### config.mk
export PLATFORM = sky130hd
export DESIGN_NAME = jesd204b_rx_sync_ctrl
export DESIGN_NICKNAME = d
export VERILOG_FILES = /design/src/rtl/jesd204b_rx_sync_ctrl.sv
export SDC_FILE = /design/constraint.sdc
export NUM_CORES = 1
export LEC_CHECK = 0
export CORE_MARGIN = 4
export CORE_UTILIZATION = 59
export DETAILED_ROUTE_END_ITERATION = 12
export PLACE_DENSITY = 0.8
export SLEW_MARGIN = 20
export SYNTH_ARGS = -nofsm -noshare
export SYNTH_HDL_FRONTEND = slang
export SYNTH_SLANG_ARGS = --single-unit
### constraint.sdc
create_clock -name dclk -period 2.6 [get_ports dclk]
set_input_delay 0.52 -clock dclk [delete_from_list [all_inputs] [get_ports dclk]]
set_output_delay 0.52 -clock dclk [all_outputs]
set_load 0.05 [all_outputs]
### src/rtl/jesd204b_rx_sync_ctrl.sv
// JESD204B receive link bring-up controller: drives SYNC~ through CGS, LMFC-aligned
// release, ILAS supervision and data-phase error monitoring with resync requests.
module jesd204b_rx_sync_ctrl #(
  parameter int unsigned LANES             = 1,
  parameter int unsigned K_THRESH          = 4,
  parameter int unsigned SYNC_DELAY_LMFC   = 1,
  parameter int unsigned ILAS_TIMEOUT_LMFC = 8,
  parameter int unsigned ERR_THRESH        = 4
) (
  input  logic             dclk,
  input  logic             rst_n,
  input  logic             i_link_en,
  input  logic             i_sysref_done,
  input  logic             i_lmfc,
  input  logic [LANES-1:0] i_lane_k_det,
  input  logic [LANES-1:0] i_lane_ila_start,
  input  logic [LANES-1:0] i_lane_err,
  output logic             o_sync_n,
  output logic [2:0]       o_state,
  output logic [LANES-1:0] o_lane_lock,
  output logic             o_ilas_done,
  output logic             o_link_up,
  output logic [7:0]       o_resync_cnt
);

  localparam int unsigned CW = 8;
  localparam logic [CW-1:0] K_MAX   = CW'(K_THRESH);
  localparam logic [CW-1:0] SYNC_MAX = CW'(SYNC_DELAY_LMFC);
  localparam logic [CW-1:0] TMO_MAX = CW'(ILAS_TIMEOUT_LMFC);
  localparam logic [CW-1:0] ERR_MAX = CW'(ERR_THRESH);

  typedef enum logic [2:0] {
    S_IDLE = 3'd0,
    S_CGS  = 3'd1,
    S_WAIT = 3'd2,
    S_ILAS = 3'd3,
    S_DATA = 3'd4
  } state_t;

  state_t          state, state_nx;
  logic            lmfc_q, lmfc_edge, sysref_seen;
  logic [CW-1:0]   k_cnt [LANES];
  logic [CW-1:0]   k_nx  [LANES];
  logic [LANES-1:0] lane_lock, ila_seen;
  logic [CW-1:0]   wait_cnt, tmo_cnt, err_cnt, err_nx, resync_cnt;
  logic            err_any, clear_all, resync_ev;
  logic            sync_n_d, link_up_d, ilas_done_d;

  assign lmfc_edge = i_lmfc & ~lmfc_q;
  assign err_any   = |i_lane_err;
  // an LMFC edge opens a fresh error window, seeded by an error in the same cycle
  assign err_nx    = lmfc_edge ? CW'(err_any) : err_cnt + CW'(err_any);

  always_comb begin
    for (int i = 0; i < LANES; i++) begin
      k_nx[i] = '0;
      if (i_lane_k_det[i]) k_nx[i] = (k_cnt[i] == K_MAX) ? K_MAX : k_cnt[i] + CW'(1);
    end
  end

  // state register and registered outputs
  always_ff @(posedge dclk or negedge rst_n) begin
    if (!rst_n) begin
      state       <= S_IDLE;
      o_sync_n    <= 1'b0;
      o_link_up   <= 1'b0;
      o_ilas_done <= 1'b0;
    end else begin
      state       <= state_nx;
      o_sync_n    <= sync_n_d;
      o_link_up   <= link_up_d;
      o_ilas_done <= ilas_done_d;
    end
  end

  // next-state logic; link disable overrides everything
  always_comb begin
    state_nx = state;
    if (!i_link_en) begin
      state_nx = S_IDLE;
    end else begin
      case (state)
        S_IDLE: if (sysref_seen) state_nx = S_CGS;
        S_CGS:  if (&lane_lock) state_nx = S_WAIT;
        S_WAIT: begin
          if (!(&i_lane_k_det))                                  state_nx = S_CGS;
          else if (lmfc_edge && (wait_cnt + CW'(1) == SYNC_MAX)) state_nx = S_ILAS;
        end
        S_ILAS: begin
          if (&ila_seen)                                        state_nx = S_DATA;
          else if (lmfc_edge && (tmo_cnt + CW'(1) == TMO_MAX))  state_nx = S_CGS;
        end
        S_DATA: if (err_nx == ERR_MAX) state_nx = S_CGS;
        default: state_nx = S_IDLE;
      endcase
    end
  end

  always_comb begin
    sync_n_d    = 1'b0;
    link_up_d   = 1'b0;
    ilas_done_d = 1'b0;
    sync_n_d    = (state_nx == S_ILAS) || (state_nx == S_DATA);
    link_up_d   = (state_nx == S_DATA);
    ilas_done_d = (state == S_ILAS) && (state_nx == S_DATA);
  end

  assign clear_all = (state_nx == S_IDLE) || ((state_nx == S_CGS) && (state != S_CGS));
  assign resync_ev = ((state == S_ILAS) || (state == S_DATA)) && (state_nx == S_CGS);

  always_ff @(posedge dclk or negedge rst_n) begin
    if (!rst_n) begin
      lmfc_q      <= 1'b0;
      sysref_seen <= 1'b0;
      lane_lock   <= '0;
      ila_seen    <= '0;
      wait_cnt    <= '0;
      tmo_cnt     <= '0;
      err_cnt     <= '0;
      resync_cnt  <= '0;
      for (int i = 0; i < LANES; i++) k_cnt[i] <= '0;
    end else begin
      lmfc_q      <= i_lmfc;
      sysref_seen <= i_link_en & (sysref_seen | i_sysref_done);
      if (resync_ev && (resync_cnt != 8'hFF)) resync_cnt <= resync_cnt + 8'd1;
      if (clear_all) begin
        lane_lock <= '0;
        ila_seen  <= '0;
        wait_cnt  <= '0;
        tmo_cnt   <= '0;
        err_cnt   <= '0;
        for (int i = 0; i < LANES; i++) k_cnt[i] <= '0;
      end else begin
        case (state)
          S_CGS: begin
            for (int i = 0; i < LANES; i++) begin
              k_cnt[i]     <= k_nx[i];
              lane_lock[i] <= (k_nx[i] == K_MAX);
            end
          end
          S_WAIT: if (lmfc_edge) wait_cnt <= wait_cnt + CW'(1);
          S_ILAS: begin
            ila_seen <= ila_seen | i_lane_ila_start;
            if (lmfc_edge) tmo_cnt <= tmo_cnt + CW'(1);
          end
          S_DATA:  err_cnt <= err_nx;
          default: ;
        endcase
      end
    end
  end

  assign o_state      = state;
  assign o_lane_lock  = lane_lock;
  assign o_resync_cnt = resync_cnt;

endmodule

# After elaboration in Yosys (flattened, before gate mapping)
# Index checks and enable logic that the tools add are counted.
dict set report word_totals {
  regBits 50
  in_bits 8
  wordCells 81
}
dict set report classes {
  add_sub_neg 5
  eq_ne 14
  n_mux 26
  bitwise_logic 5
  n_reduce_logical 18
}
# op count
set ops {}
lappend ops {{2-to-1 mux 8 bit} 13}
lappend ops {{adder 8 x 1 -> 8 bit (second input constant)} 4}
lappend ops {{== test 8 x 3 -> 1 bit (second input constant)} 3}
lappend ops {{2-to-1 mux 3 bit} 8}
lappend ops {{case mux 3 bit (5 select lines)} 1}
lappend ops {{nonzero test 2 bit} 5}
lappend ops {{== test 3 x 2 -> 1 bit (second input constant)} 3}
lappend ops {{adder 8 x 1 -> 8 bit} 1}
lappend ops {{== test 8 x 1 -> 1 bit (second input constant)} 1}
lappend ops {{== test 8 x 4 -> 1 bit (second input constant)} 1}
lappend ops {{inequality test 8 bit (second input constant)} 1}
lappend ops {{== test 3 x 1 -> 1 bit (second input constant)} 2}
lappend ops {{== test 3 bit (second input constant)} 2}
lappend ops {{logical AND 1 bit} 6}
lappend ops {{zero test 3 bit} 2}
lappend ops {{2-to-1 mux 1 bit} 4}
lappend ops {{AND reduction 2 bit} 2}
lappend ops {{logical OR 1 bit} 3}
lappend ops {{inequality test 3 x 1 -> 1 bit (second input constant)} 1}
lappend ops {{bitwise AND 1 bit} 2}
lappend ops {{OR 1 bit} 2}
lappend ops {{inverter 1 bit} 1}

# Logic depth before layout (Yosys ltp)
dict set report depth {
  word_depth 12
  ltp_mapped 9
}

# Worst setup path before layout
# Ideal clock, no wire load.
dict set report synth_timing {
  path_kind {input to register}
  startpoint {input port i_lane_err}
  endpoint {register k_cnt[1] (netlist bit)}
  setup_ns 0.136
  arrival_ns 2.450
  required_time_ns 2.464
  path_slack_ns 0.014
  cell_stages 9
  n_path_buf 2
  cell_sequence {ha_1 -> ha_1 -> nor4_1 -> nand3_1 -> o21a_1 -> buf_2 -> a2111oi_4 -> buf_6 -> nor3_1}
}
dict set report synth_via {
  elab_chain_cells 10
  elab_cells_between_ends 12
  cone_classes {add/sub (1); eq/ne (2); mux (5); reduce/logical (4)}
}
# element line
set synth_rtl {}
lappend synth_rtl {{start, declared} 17} ;# input logic [LANES-1:0] i_lane_err,
lappend synth_rtl {{adder 8 x 1 -> 8 bit} 52} ;# assign err_nx = lmfc_edge ? CW'(err_any) : err_cnt + CW'(err_any);
lappend synth_rtl {{2-to-1 mux 8 bit (*)} 52}
lappend synth_rtl {{== test 8 x 3 -> 1 bit (*)} 93} ;# S_DATA: if (err_nx == ERR_MAX) state_nx = S_CGS;
lappend synth_rtl {{2-to-1 mux 3 bit (*)} 93}
lappend synth_rtl {{case mux 3 bit (5 select lines) (*)} 82} ;# case (state)
lappend synth_rtl {{2-to-1 mux 3 bit (*)} 79} ;# if (!i_link_en) begin
lappend synth_rtl {{== test 3 x 1 -> 1 bit} 108} ;# assign clear_all = (state_nx == S_IDLE) || ((state_nx == S_CGS) && (state != S_CGS));
lappend synth_rtl {{logical AND 1 bit} 108}
lappend synth_rtl {{logical OR 1 bit (*)} 108}
lappend synth_rtl {{2-to-1 mux 8 bit or nonzero test 2 bit (tied branches)} n/a}
lappend synth_rtl {{end signal, assigned by index} 137} ;# k_cnt[i] <= k_nx[i];
lappend synth_rtl {{end, declared} 42} ;# logic [CW-1:0] k_cnt [LANES];
# Mark *: on every way between the ends. The rest lies on a longest branch, timed or not.
# A chain may end at the register's enable or synchronous reset.

# Worst setup path after layout
dict set report layout_timing {
  startpoint {input port i_lane_err}
  endpoint {register err_cnt[0]}
}
dict set report layout_via {
  elab_chain_cells 10
  elab_cells_between_ends 13
  cone_classes {add/sub (1); eq/ne (2); mux (6); reduce/logical (4)}
}
# element line
set layout_rtl {}
lappend layout_rtl {{adder 8 x 1 -> 8 bit} 52}
lappend layout_rtl {{2-to-1 mux 8 bit (*)} 52}
lappend layout_rtl {{== test 8 x 3 -> 1 bit} 93}
lappend layout_rtl {{2-to-1 mux 3 bit} 93}
lappend layout_rtl {{case mux 3 bit (5 select lines)} 82}
lappend layout_rtl {{2-to-1 mux 3 bit} 79}
lappend layout_rtl {{== test 3 x 1 -> 1 bit} 108}
lappend layout_rtl {{logical AND 1 bit} 108}
lappend layout_rtl {{logical OR 1 bit} 108}
lappend layout_rtl {{2-to-1 mux 8 bit or nonzero test 2 bit (tied branches)} n/a}
lappend layout_rtl {{end signal, assigned} 146} ;# S_DATA: err_cnt <= err_nx;
lappend layout_rtl {{end, declared} 45} ;# logic [CW-1:0] wait_cnt, tmo_cnt, err_cnt, err_nx, resync_cnt;
# Mark *: on every way between the ends. The rest lies on a longest branch, timed or not. The select of a mux whose other input is x is not followed.

==> flow_summary.ini <==
[status]
status = complete, no violations

[floorplanning]
die_w_um = 80.6
initial_core_util_pct = 60.9
fp.dieArea_um2 = 6500
core_um2 = 5110
io_pins = 23
die_h_um = 80.6
row_count = 26

[routing]
avgRoutedWirePerCell_um = 16.7
drt_iter0_markers = 109
drt-vias-per-instance = 6.08
ant_nets = 0
via_count = 2798
drt_pass1_iterations = 4
totalWireLength_um = 7690
drc_errors = 0

[clock_network]
htree_levels = 2
clock_sinks = 50
cts_root_buf = clkbuf_8
cts_tree = done
numCtsBuffers = 5
hold_buffers = 0
cts_buffer_depth = 2
clkTransAtPathRegs_ns = 0.10
clock_latency_ns = 0.31

[global_routing]
grt_busiest_layer = met2
gr-usage-met3_pct = 3.36
grt_pass1_vias = 2696
antenna_found_initial = 0
grt_pass1_wl_um = 12800
grt.overflow.total = 0
use_met2_pct = 44.9
grt.met1_usage_pct = 32.9
track_usage_pct = 25.5
grt_max_degree = 51

[synthesis]
syn_nets = 359
ys_types = 51
synth_area_per_cell_um2 = 9.09
synthesis.instances = 342
yosysSeqAreaShare_pct = 40.2
synth_flop_cell = dfrtp_1
ys_async_sr_fraction_pct = 100
yosysWarnings = 0
synth_edf_count = 0
synth-seq-cells = 50
syn_area_um2 = 3110

[pwr]
p_leak_nw = 1.62
finalPower_mw = 1.50
peakVddDrop_v = 0.000296
power.density_nw_per_um2 = 393

[cells_and_area]
regArea_um2 = 1250
diodes = 0
design_area_um2 = 3800
fin_nets = 406
area_growth_pct = 22.3
num-fill-cells = 369
mostFrequentLayoutCells = 50 x dfrtp_1, 32 x nand2_1, 31 x nor3_1, 31 x buf_4, 21 x nor2_1
layout_commonest_cell = dfrtp_1
drive_gt1_share_pct = 16.9
final_cells = 460
final_core_util_pct = 74.5
multi_input_area_um2 = 1780

[setup_path]
worstPathArrival_ns = 2.68
cp.required_ns = 2.81
crit_type = input pin to flop
cp_common_cell = a2111oi_4
crit_path_start_kind = input pin
worstReg2RegStart = tmo_cnt[0]
endpoint_kind = flop
cp-startpoint = i_lane_err
crit_path_cell_trace = dlygate4sd2_1 -> ha_2 -> ha_4 -> nor4_2 -> nand4_1 -> o32ai_4 -> a2111oi_4 -> buf_4 -> buf_6 -> a2111oi_4
rr_endpoint = o_resync_cnt[1]
rrSetupSlack_ns = 0.18
slowest_delay_ns = 0.32
path_max_fanout = 9
crit_end = err_cnt[0]
crit_path_top_delay_cell = nor4_2
timing.reg2reg.worst_path_depth = 8

[sta]
fmax_mhz = 406
final.setup.worst_slack_ns = 0.134
worstMarginPinSlew_ns = 0.562
period_share_pct = 94.8
max_slew_margin_pct = 62.2
min_period_ns = 2.47
hold_ws_ns = 0.175
setup_tns_ns = 0
rsz0062_at_grt = true
finClkSkew_ns = 0.0129
hold_viol = 0
drv_slew = 0
finalSetupViolCount = 0

[placed_design]
dp.final_hpwl_um = 5160
post-place-ws_ns = -0.577
place.gp.congestion = 0.897
dpl.cell_count = 446
placed_area_um2 = 3570
numPortBuffers = 22

[run]
cap_violations = 0

[worst_hold_path]
min_path_type = input pin to async pin
-- area by class of cell --
cell class                      instances  share of cell area (%)
Clock buffer                            6                    1.91
Tap cell                               70                    2.30
Timing Repair Buffer                   59                    13.8
Multi-Input combinational cell        260                    46.8
Inverter                               13                    1.28
Clock inverter                          2                   0.987
Sequential cell                        50                    32.9
-- sequential cells by signal (all words and copies together) (netlist names), 3 cells and up --
name and cells:
err_cnt 8, k_cnt 8, o_resync_cnt 8, o_state 3, tmo_cnt 8, wait_cnt 8
-- worst min-delay path by stage --
stage	to	cells past startpoint	slack (ns)	startpoint
4_1_cts	err_cnt[4]	2	0.19	rst_n
2_1_floorplan	err_cnt[0]	0	0.22	rst_n
3_3_place_gp	o_resync_cnt[6]	1	0.48	o_resync_cnt[6]
3_5_place_dp	o_resync_cnt[6]	1	0.48	o_resync_cnt[6]
6_report	err_cnt[4]	2	0.18	rst_n
5_1_grt	err_cnt[4]	2	0.19	rst_n
-- logic make-up after synthesis --
kind of cell,Yosys count,share of synthesized area (%)
fa+ha+maj,9,3.62
xor+xnor,32,9.01
mux,5,2.05
flops,50,40.2
simple gates,158,27.3
compound gates,56,13.0
buf+inv,32,4.83
-- layer usage --
layer,vias up,share of wire (%)
li1,1321,-
met1,1373,41
met2,94,52
met3,10,5.8
met4,0,1.3
met5,-,0
-- worst max-delay path: cells and delay by family --
family / cells / cell delay (ns)
AND/OR/NAND/NOR: 2 / 0.50
buffers and inverters: 3 / 0.57
AO/OA/AOI/OAI: 3 / 0.68
adder cells (fa/ha/maj): 2 / 0.42
-- report_power, final --
part / switching, mW / total, mW / internal (mW)
Combinational: 0.0874 / 0.147 / 0.0599
Clock: 0.270 / 0.558 / 0.288
Sequential: 0.00822 / 0.791 / 0.782
Total: 0.366 / 1.50 / 1.13
-- cells in the mapped netlist, types with 2 or more instances --
library cell | count | area, um^2
a211oi_1 | 4 | 30.0
nor2_1 | 21 | 78.8
a21oi_1 | 15 | 75.1
nand3b_1 | 4 | 30.0
o21ai_0 | 17 | 85.1
and3b_1 | 2 | 17.5
nand3_1 | 17 | 85.1
or3b_2 | 2 | 17.5
xor2_1 | 19 | 166
a41oi_1 | 2 | 17.5
and3_1 | 7 | 43.8
nand2b_1 | 2 | 12.5
nor4b_2 | 2 | 30.0
nand2_1 | 32 | 120
clkbuf_1 | 10 | 37.5
dfrtp_1 | 50 | 1250
buf_2 | 6 | 30.0
o21a_1 | 2 | 15.0
and2_1 | 5 | 31.3
mux2i_1 | 3 | 30.0
nor3_1 | 31 | 155
nor4_1 | 11 | 68.8
buf_6 | 3 | 33.8
inv_1 | 13 | 48.8
nor3b_1 | 5 | 37.5
nand4_1 | 12 | 75.1
xnor2_1 | 13 | 114
ha_1 | 9 | 113
-- what timing repair did --
action | CTS | global route
cloned | 3 | 0
buffers inserted | 3 | 0
setup endpoints to repair | 41 | 21
pin swaps | 5 | 2
resized for setup | 17 | 1
Power figures use the tool's default switching activity.
